===== src/rtl/fwd_decision_out_if.sv =====
// AXI4-Stream packet bundle used on both sides of fwd_decision_out.
interface fwd_decision_out_if #(
  parameter int unsigned DATA_WIDTH = 256,
  parameter int unsigned USER_WIDTH = 128
) ();
  logic [DATA_WIDTH-1:0]   tdata;
  logic [DATA_WIDTH/8-1:0] tstrb;
  logic [USER_WIDTH-1:0]   tuser;
  logic                    tvalid;
  logic                    tlast;
  logic                    tready;

  modport master (output tdata, tstrb, tuser, tvalid, tlast, input tready);
  modport slave  (input tdata, tstrb, tuser, tvalid, tlast, output tready);
endinterface


===== src/rtl/fwd_decision_out.sv =====
// Joins buffered packet data with per-packet decisions, rewrites the first beat and emits it.
// FWD_DECISION_OUT_IPV4_REWRITE_EN enables MAC/TTL/checksum rewriting of forwarded first beats.
module fwd_decision_out #(
  parameter int unsigned C_S_AXIS_DATA_WIDTH  = 256,
  parameter int unsigned C_S_AXIS_TUSER_WIDTH = 128,
  parameter int unsigned NUM_PORTS            = 4,
  parameter int unsigned SRC_PORT_POS         = 16,
  parameter int unsigned DST_PORT_POS         = 24,
  parameter int unsigned MAC_WIDTH            = 48,
  parameter int unsigned DATA_FIFO_DEPTH_BITS = 2,
  parameter int unsigned META_FIFO_DEPTH_BITS = 2
) (
  input  logic                           clk,
  input  logic                           reset,
  fwd_decision_out_if.slave              s_axis,
  fwd_decision_out_if.master             m_axis,
  input  logic [NUM_PORTS*MAC_WIDTH-1:0] i_macs,
  input  logic                           i_meta_valid,
  output logic                           o_meta_ready,
  input  logic [1:0]                     i_meta_action,
  input  logic [7:0]                     i_meta_oport,
  input  logic [MAC_WIDTH-1:0]           i_meta_nh_mac,
  input  logic [15:0]                    i_meta_csum,
  output logic                           o_cnt_fwd,
  output logic                           o_cnt_cpu,
  output logic                           o_cnt_drop,
  output logic                           o_cnt_pass,
  output logic                           o_cnt_ttl_expired
);
  localparam int unsigned DW     = C_S_AXIS_DATA_WIDTH;
  localparam int unsigned SW     = DW / 8;
  localparam int unsigned UW     = C_S_AXIS_TUSER_WIDTH;
  localparam int unsigned DEntW  = DW + SW + UW + 1;
  localparam int unsigned MEntW  = 2 + 8 + MAC_WIDTH + 16;
  localparam int unsigned DDepth = 1 << DATA_FIFO_DEPTH_BITS;
  localparam int unsigned MDepth = 1 << META_FIFO_DEPTH_BITS;
  localparam logic [DATA_FIFO_DEPTH_BITS-1:0] DPtrOne = (DATA_FIFO_DEPTH_BITS)'(1);
  localparam logic [DATA_FIFO_DEPTH_BITS:0]   DCntOne = (DATA_FIFO_DEPTH_BITS+1)'(1);
  localparam logic [DATA_FIFO_DEPTH_BITS:0]   DCntNf  = (DATA_FIFO_DEPTH_BITS+1)'(DDepth - 1);
  localparam logic [META_FIFO_DEPTH_BITS-1:0] MPtrOne = (META_FIFO_DEPTH_BITS)'(1);
  localparam logic [META_FIFO_DEPTH_BITS:0]   MCntOne = (META_FIFO_DEPTH_BITS+1)'(1);
  localparam logic [META_FIFO_DEPTH_BITS:0]   MCntFul = (META_FIFO_DEPTH_BITS+1)'(MDepth);
  localparam logic [1:0] ActCpu = 2'd1, ActDrop = 2'd2, ActPass = 2'd3;

  typedef enum logic [1:0] {StHead, StPipe, StDrop} state_e;

  // Data FIFO (fall-through: head entry is visible combinationally)
  logic [DEntW-1:0]                dmem [DDepth];
  logic [DATA_FIFO_DEPTH_BITS-1:0] dwr_q, drd_q;
  logic [DATA_FIFO_DEPTH_BITS:0]   dcnt_q;
  logic                            d_push, d_pop, d_empty;
  logic [DW-1:0]                   h_data;
  logic [SW-1:0]                   h_strb;
  logic [UW-1:0]                   h_user;
  logic                            h_last;

  assign d_empty       = (dcnt_q == '0);
  assign s_axis.tready = !reset && (dcnt_q < DCntNf);
  assign d_push        = s_axis.tvalid && s_axis.tready;
  assign {h_last, h_strb, h_user, h_data} = dmem[drd_q];

  always_ff @(posedge clk) begin
    if (d_push) dmem[dwr_q] <= {s_axis.tlast, s_axis.tstrb, s_axis.tuser, s_axis.tdata};
  end

  always_ff @(posedge clk or posedge reset) begin
    if (reset) begin
      dwr_q  <= '0;
      drd_q  <= '0;
      dcnt_q <= '0;
    end else begin
      if (d_push) dwr_q <= dwr_q + DPtrOne;
      if (d_pop)  drd_q <= drd_q + DPtrOne;
      if (d_push && !d_pop)      dcnt_q <= dcnt_q + DCntOne;
      else if (!d_push && d_pop) dcnt_q <= dcnt_q - DCntOne;
    end
  end

  // Metadata FIFO
  logic [MEntW-1:0]                mmem [MDepth];
  logic [META_FIFO_DEPTH_BITS-1:0] mwr_q, mrd_q;
  logic [META_FIFO_DEPTH_BITS:0]   mcnt_q;
  logic                            m_push, m_pop, m_empty;
  logic [1:0]                      h_action;
  logic [7:0]                      h_oport;
  logic [MAC_WIDTH-1:0]            h_nh_mac;
  logic [15:0]                     h_csum;

  assign m_empty      = (mcnt_q == '0);
  assign o_meta_ready = !reset && (mcnt_q != MCntFul);
  assign m_push       = i_meta_valid && o_meta_ready;
  assign {h_action, h_oport, h_nh_mac, h_csum} = mmem[mrd_q];

  always_ff @(posedge clk) begin
    if (m_push) mmem[mwr_q] <= {i_meta_action, i_meta_oport, i_meta_nh_mac, i_meta_csum};
  end

  always_ff @(posedge clk or posedge reset) begin
    if (reset) begin
      mwr_q  <= '0;
      mrd_q  <= '0;
      mcnt_q <= '0;
    end else begin
      if (m_push) mwr_q <= mwr_q + MPtrOne;
      if (m_pop)  mrd_q <= mrd_q + MPtrOne;
      if (m_push && !m_pop)      mcnt_q <= mcnt_q + MCntOne;
      else if (!m_push && m_pop) mcnt_q <= mcnt_q - MCntOne;
    end
  end

  // Decision helpers
  logic       port_found, ttl_low, decide, out_free, emit;
  logic [1:0] egress;
  logic [7:0] cpu_port;
  logic       tvalid_q, tlast_q;
  logic [DW-1:0] tdata_q, o_data;
  logic [SW-1:0] tstrb_q;
  logic [UW-1:0] tuser_q, o_user;
  state_e        state_q, state_d;

  assign ttl_low  = (h_data[79:72] <= 8'd1);
  assign cpu_port = {h_user[SRC_PORT_POS +: 7], 1'b0};
  assign out_free = !tvalid_q || m_axis.tready;
  assign decide   = (state_q == StHead) && !d_empty && !m_empty && out_free;

  always_comb begin
    port_found = 1'b0;
    egress     = '0;
    for (int unsigned n = 0; n < NUM_PORTS; n++) begin
      if (h_oport[2*n] && !port_found) begin
        port_found = 1'b1;
        egress     = 2'(n);
      end
    end
  end

  always_ff @(posedge clk or posedge reset) begin
    if (reset) state_q <= StHead;
    else       state_q <= state_d;
  end

  always_comb begin
    state_d = state_q;
    unique case (state_q)
      StHead:  if (decide && !h_last) state_d = (h_action == ActDrop) ? StDrop : StPipe;
      StPipe:  if (!d_empty && out_free && h_last) state_d = StHead;
      StDrop:  if (!d_empty && h_last) state_d = StHead;
      default: state_d = StHead;
    endcase
  end

  always_comb begin
    d_pop             = 1'b0;
    m_pop             = 1'b0;
    emit              = 1'b0;
    o_data            = h_data;
    o_user            = h_user;
    o_cnt_fwd         = 1'b0;
    o_cnt_cpu         = 1'b0;
    o_cnt_drop        = 1'b0;
    o_cnt_pass        = 1'b0;
    o_cnt_ttl_expired = 1'b0;
    unique case (state_q)
      StHead: begin
        if (decide) begin
          d_pop = 1'b1;
          m_pop = 1'b1;
          unique case (h_action)
            ActPass: begin
              emit       = 1'b1;
              o_cnt_pass = 1'b1;
            end
            ActDrop: o_cnt_drop = 1'b1;
            ActCpu: begin
              emit                        = 1'b1;
              o_cnt_cpu                   = 1'b1;
              o_user[DST_PORT_POS +: 8]   = cpu_port;
            end
            default: begin
              emit = 1'b1;
              // Expiring TTL or no usable egress port: punt to the CPU instead.
              if (ttl_low || !port_found) begin
                o_user[DST_PORT_POS +: 8] = cpu_port;
                o_cnt_ttl_expired         = ttl_low;
                o_cnt_cpu                 = !ttl_low;
              end else begin
                o_user[DST_PORT_POS +: 8] = h_oport;
                o_cnt_fwd                 = 1'b1;
`ifdef FWD_DECISION_OUT_IPV4_REWRITE_EN
                o_data[DW-1 -: MAC_WIDTH]           = h_nh_mac;
                o_data[DW-MAC_WIDTH-1 -: MAC_WIDTH] = i_macs[egress*MAC_WIDTH +: MAC_WIDTH];
                o_data[79:72]                       = h_data[79:72] - 8'd1;
                o_data[63:48]                       = h_csum;
`endif
              end
            end
          endcase
        end
      end
      StPipe: begin
        if (!d_empty && out_free) begin
          d_pop = 1'b1;
          emit  = 1'b1;
        end
      end
      StDrop: d_pop = !d_empty;
      default: ;
    endcase
  end

`ifndef FWD_DECISION_OUT_IPV4_REWRITE_EN
  logic unused_rewrite;
  assign unused_rewrite = ^{h_nh_mac, h_csum, egress, i_macs};
`endif

  // Single output register stage; holds while the sink stalls.
  always_ff @(posedge clk or posedge reset) begin
    if (reset) begin
      tvalid_q <= 1'b0;
      tdata_q  <= '0;
      tstrb_q  <= '0;
      tuser_q  <= '0;
      tlast_q  <= 1'b0;
    end else if (out_free) begin
      tvalid_q <= emit;
      if (emit) begin
        tdata_q <= o_data;
        tstrb_q <= h_strb;
        tuser_q <= o_user;
        tlast_q <= h_last;
      end
    end
  end

  assign m_axis.tvalid = tvalid_q;
  assign m_axis.tdata  = tdata_q;
  assign m_axis.tstrb  = tstrb_q;
  assign m_axis.tuser  = tuser_q;
  assign m_axis.tlast  = tlast_q;
endmodule


===== src/flat_wrapper.sv =====
// flat-port wrapper written by rule: the top's interface ports become plain ports
module fwd_decision_out_flat 
#(
  parameter int unsigned C_S_AXIS_DATA_WIDTH  = 256,
  parameter int unsigned C_S_AXIS_TUSER_WIDTH = 128,
  parameter int unsigned NUM_PORTS            = 4,
  parameter int unsigned SRC_PORT_POS         = 16,
  parameter int unsigned DST_PORT_POS         = 24,
  parameter int unsigned MAC_WIDTH            = 48,
  parameter int unsigned DATA_FIFO_DEPTH_BITS = 2,
  parameter int unsigned META_FIFO_DEPTH_BITS = 2
)
  (clk, reset, i_macs, i_meta_valid, o_meta_ready, i_meta_action, i_meta_oport, i_meta_nh_mac, i_meta_csum, o_cnt_fwd, o_cnt_cpu, o_cnt_drop, o_cnt_pass, o_cnt_ttl_expired, s_axis_tdata, s_axis_tstrb, s_axis_tuser, s_axis_tvalid, s_axis_tlast, s_axis_tready, m_axis_tdata, m_axis_tstrb, m_axis_tuser, m_axis_tvalid, m_axis_tlast, m_axis_tready);
  fwd_decision_out_if #(.DATA_WIDTH((256)), .USER_WIDTH((128))) s_axis_i ();
  fwd_decision_out_if #(.DATA_WIDTH((256)), .USER_WIDTH((128))) m_axis_i ();
  input  logic clk;
  input  logic reset;
  input  logic [NUM_PORTS*MAC_WIDTH-1:0] i_macs;
  input  logic i_meta_valid;
  output logic o_meta_ready;
  input  logic [1:0] i_meta_action;
  input  logic [7:0] i_meta_oport;
  input  logic [MAC_WIDTH-1:0] i_meta_nh_mac;
  input  logic [15:0] i_meta_csum;
  output logic o_cnt_fwd;
  output logic o_cnt_cpu;
  output logic o_cnt_drop;
  output logic o_cnt_pass;
  output logic o_cnt_ttl_expired;
  input wire logic [$bits(s_axis_i.tdata)-1:0] s_axis_tdata;
  input wire logic [$bits(s_axis_i.tstrb)-1:0] s_axis_tstrb;
  input wire logic [$bits(s_axis_i.tuser)-1:0] s_axis_tuser;
  input wire logic [$bits(s_axis_i.tvalid)-1:0] s_axis_tvalid;
  input wire logic [$bits(s_axis_i.tlast)-1:0] s_axis_tlast;
  output wire logic [$bits(s_axis_i.tready)-1:0] s_axis_tready;
  output wire logic [$bits(m_axis_i.tdata)-1:0] m_axis_tdata;
  output wire logic [$bits(m_axis_i.tstrb)-1:0] m_axis_tstrb;
  output wire logic [$bits(m_axis_i.tuser)-1:0] m_axis_tuser;
  output wire logic [$bits(m_axis_i.tvalid)-1:0] m_axis_tvalid;
  output wire logic [$bits(m_axis_i.tlast)-1:0] m_axis_tlast;
  input wire logic [$bits(m_axis_i.tready)-1:0] m_axis_tready;
  assign s_axis_i.tdata = s_axis_tdata;
  assign s_axis_i.tstrb = s_axis_tstrb;
  assign s_axis_i.tuser = s_axis_tuser;
  assign s_axis_i.tvalid = s_axis_tvalid;
  assign s_axis_i.tlast = s_axis_tlast;
  assign s_axis_tready = s_axis_i.tready;
  assign m_axis_tdata = m_axis_i.tdata;
  assign m_axis_tstrb = m_axis_i.tstrb;
  assign m_axis_tuser = m_axis_i.tuser;
  assign m_axis_tvalid = m_axis_i.tvalid;
  assign m_axis_tlast = m_axis_i.tlast;
  assign m_axis_i.tready = m_axis_tready;
  fwd_decision_out #(.C_S_AXIS_DATA_WIDTH(C_S_AXIS_DATA_WIDTH), .C_S_AXIS_TUSER_WIDTH(C_S_AXIS_TUSER_WIDTH), .NUM_PORTS(NUM_PORTS), .SRC_PORT_POS(SRC_PORT_POS), .DST_PORT_POS(DST_PORT_POS), .MAC_WIDTH(MAC_WIDTH), .DATA_FIFO_DEPTH_BITS(DATA_FIFO_DEPTH_BITS), .META_FIFO_DEPTH_BITS(META_FIFO_DEPTH_BITS)) u_core (.clk(clk), .reset(reset), .s_axis(s_axis_i), .m_axis(m_axis_i), .i_macs(i_macs), .i_meta_valid(i_meta_valid), .o_meta_ready(o_meta_ready), .i_meta_action(i_meta_action), .i_meta_oport(i_meta_oport), .i_meta_nh_mac(i_meta_nh_mac), .i_meta_csum(i_meta_csum), .o_cnt_fwd(o_cnt_fwd), .o_cnt_cpu(o_cnt_cpu), .o_cnt_drop(o_cnt_drop), .o_cnt_pass(o_cnt_pass), .o_cnt_ttl_expired(o_cnt_ttl_expired));
endmodule

===== config.mk =====
export PLATFORM = sky130hd
export DESIGN_NAME = fwd_decision_out_flat
export DESIGN_NICKNAME = d
export VERILOG_FILES = /design/src/rtl/fwd_decision_out_if.sv /design/src/rtl/fwd_decision_out.sv /design/src/flat_wrapper.sv
export SDC_FILE = /design/constraint.sdc
export NUM_CORES = 2
export LEC_CHECK = 0
export CAP_MARGIN = 40
export CORE_MARGIN = 2
export CORE_UTILIZATION = 29
export DETAILED_ROUTE_END_ITERATION = 7
export RECOVER_POWER = 25
export SETUP_SLACK_MARGIN = 0.05
export SYNTH_ARGS = -nofsm -noshare
export SYNTH_HDL_FRONTEND = slang
export SYNTH_SLANG_ARGS = --single-unit

===== constraint.sdc =====
create_clock -name clk -period 38.8 [get_ports clk]
set_input_delay 9.7 -clock clk [delete_from_list [all_inputs] [get_ports clk]]
set_output_delay 9.7 -clock clk [all_outputs]
set_load 0.05 [all_outputs]

==> results.md <==
- Int Power: around 5.3 mW
- Residual DRC: 0
- Most common cell after layout, fill and taps aside: edfxtp_1
- Hold-fix buffers, CTS: 0
- Initial core utilization: roughly 29%
- Count of different cell masters after synthesis: 44
- PnR worst setup slack: 16.24 ns
- Post-CTS Setup Bufs: 0
- Most used routing layer: met2
- Status: finished clean
- PortBufs: ~860
- Async SR Flop Fraction: 20.26%
- Chip width: between 500 and 600 µm
- Leakage: between 30 and 40 nW
- Multi-input gate area: between 15000 and 20000 µm²
- Syn nets: between 4000 and 5000
- DRT iter0 DRCs: ~3000
- Grt met2 use: between 20% and 30%
- Drt first pass iters: 5
- Antenna Violating Nets Remaining: 0
- Logic pwr share: between 30 and 40%
- Num ports: 1113
- Clock Power Share: 25.9%
- Clock Skews: 0.06700 ns
- Sw frac: between 30% and 40%
- TritonCTS Buffers: 224
- Maximum clock path buffer count: 4
- Worst Path Arrival: about 13 ns
- Vias in the first global route: 41590
- Setup TNS: 0 ns
- Total congestion overflow: 0
- Clock sink count: 2142
- Gr usage total: about 14%
- DP HPWL: between 100 and 150 mm
- Final Net Count: 5817
- Clock Tree Root: clkbuf_16
- Die Ht: approximately 520 µm
- Die area: 274300 µm²
- Switch Pwr: 3.249 mW
- Power per cell area: 85.83 nW/µm²
- Worst-Margin Slew: about 0.93 ns
- First-pass GRT wire length: around 290 mm
- Drt via density: 4.538
- Setup CP Type: primary input to output pin
- Average cell area after synthesis: approximately 19 µm²
- Reg power frac: 35.6%
- Setup violations, final: 0
- Crit path max-delay cell type: clkdlybuf4s50_1
- Synthesized flop and latch total: 2142
- Clk slew on worst S/H paths: 0.06 ns
- Worst-Skew Late Latency: 0.89 ns
- Layout cells sized above 1: 16.96%
- Seq/Total Area, Yosys: 79.35%
- H-tree depth: 4
- Max Slew Vio Count: 0
- # fillers: 24590
- CTS tree: yes
- CP max stage delay: 0.93 ns
- Post-CTS sizing: 0
- Fmax: 0.04433 GHz
- Ys flop type: edfxtp_1
- Area delta synth->final: 27.47%
- Pre-CTS setup slack: 16.32 ns
- Nature of the critical path startpoint: primary input
- Synth warn: 0
- Fin crit share: 58.14%
- Row Count: 190
- Core area: 268400 µm²
- Post-Syn Area: 78320 µm²
- Final hold violations: 0
- Syn Inst Count: 4116
- Endpoint type of the worst setup path: output pin
- Met1 usage: between 10% and 20%
- Max VDD drop: 0.06415 mV
- CP max FO: 7
- RSZ-0062 raised after global routing: no
- Via count: 40580
- Initial antenna violation count: ~160
- Worst Path Required: 29.10 ns
- CP cell instances: clkdlybuf4s50_1, nor2b_1, buf_4, nor3_1, nand3_1, nor3_1, clkdlybuf4s50_1
- Final min period: 22.56 ns
- GPL Wtd Cong: 0.7595
- Most frequent cells in the layout: 1708 x edfxtp_1, 1235 x nand2_1, 544 x clkdlybuf4s50_1
- Pin count of the biggest net entering global routing: 98
- Reg area: approximately 62000 µm²
- Number of synthesized flops with an enable pin: 1708
- WL final: a little over 200 mm
- WL/cell: 22.84 µm
- GR Util met3: between 5 and 6%
- Max Cap Viol: 0
- Hold WC Path Type: flip-flop to flip-flop
- Slew headroom: 37.83%
==> path summary, 6_finish.rpt <==
check / from / endpoint / slack (ns) / depth (start not counted)
max: m_axis_tready / o_cnt_ttl_expired / 16.24 / 7
min: u_core.m_axis.tdata[226]$_DFFE_PP0P_ / u_core.m_axis.tdata[226]$_DFFE_PP0P_ / 0.47 / 2
max reg2reg: u_core.mrd_q[0]$_DFFE_PP0P_ / u_core.m_axis.tdata[109]$_DFFE_PP0P_ / 33.30 / 9
min reg2reg: u_core.m_axis.tdata[226]$_DFFE_PP0P_ / u_core.m_axis.tdata[226]$_DFFE_PP0P_ / 0.47 / 2
max in group asynchronous: reset / u_core.m_axis.tdata[181]$_DFFE_PP0P_ / 27.41 / 5
min in group asynchronous: reset / u_core.m_axis.tuser[121]$_DFFE_PP0P_ / 9.34 / 3
==> worst max-delay path: cells and delay by family <==
kind	cells	cell delay, ns
buf+inv	3	1.54
simple gates	4	1.59
==> registers in the layout, indices dropped and copies added, names as in the netlist, 3 cells and up <==
signal	cells
u_core.dcnt_q	3
u_core.m_axis.tuser	128
u_core.m_axis.tstrb	32
u_core.mcnt_q	3
u_core.mmem	40
u_core.dmem	1668
u_core.m_axis.tdata	256
==> per-stage QoR <==
step	hold slack, ns	cell area [µm²]	power, mW	instances	util (%)
floorplan	0.4552	78320	5.288	4116	-
global placement	0.4563	91030	6.364	8409	33.92
detailed placement	0.4610	91890	6.477	8442	34.24
CTS	0.4770	99620	8.727	8865	37.12
global route	0.4912	99740	9.014	8903	37.16
finish	0.4712	99840	8.569	8941	37.20
==> logic make-up after synthesis <==
logic type | synth area share [%]
mux | 12.46
buf+inv | 1.219
flops | 79.35
fa+ha+maj | 0.2109
simple gates | 6.323
xor+xnor | 0.1342
compound gates | 0.3051
==> power by group through the flow <==
stage	logic [mW]	clock network, mW	registers (mW)
finish	3.30	2.22	3.05
detailed placement	3.38	0	3.10
global route	3.56	2.37	3.09
floorplan	1.43	0	3.86
CTS	3.39	2.28	3.05
global placement	3.27	0	3.09
==> area by class of cell <==
type | count | share of cell area (%)
diodes | 75 | 0.1880
multi-input cells | 1778 | 15.28
repair buffers | 964 | 10.05
well taps | 3552 | 4.451
clock buffers | 294 | 6.264
clock inverters | 129 | 1.480
inverters | 7 | 0.03384
flip-flops and latches | 2142 | 62.26
==> synthesized netlist by cell type, drive strengths merged (6+ instances only) <==
cell	number	area, µm²
mux4	427	9639
o2111ai	6	52.55
o211ai	7	57.55
clkbuf	59	231.5
buf	130	696.9
inv	7	26.28
and3	9	56.30
a21oi	9	45.04
nor2	14	52.55
mux2	6	67.56
nand2	1235	4636
dfrtp	434	10860
xnor2	8	70.07
edfxtp	1708	51290
ha	10	125.1
==> per-layer routing <==
layer,wire (µm),vias up,part of all wire [%]
met5,663,-,0.32
met4,6489,108,3.2
met3,20530,453,10
met2,96300,1285,47
met1,80220,21010,39
li1,-,17720,-
Note: power is estimated with default switching activity, not from simulation.
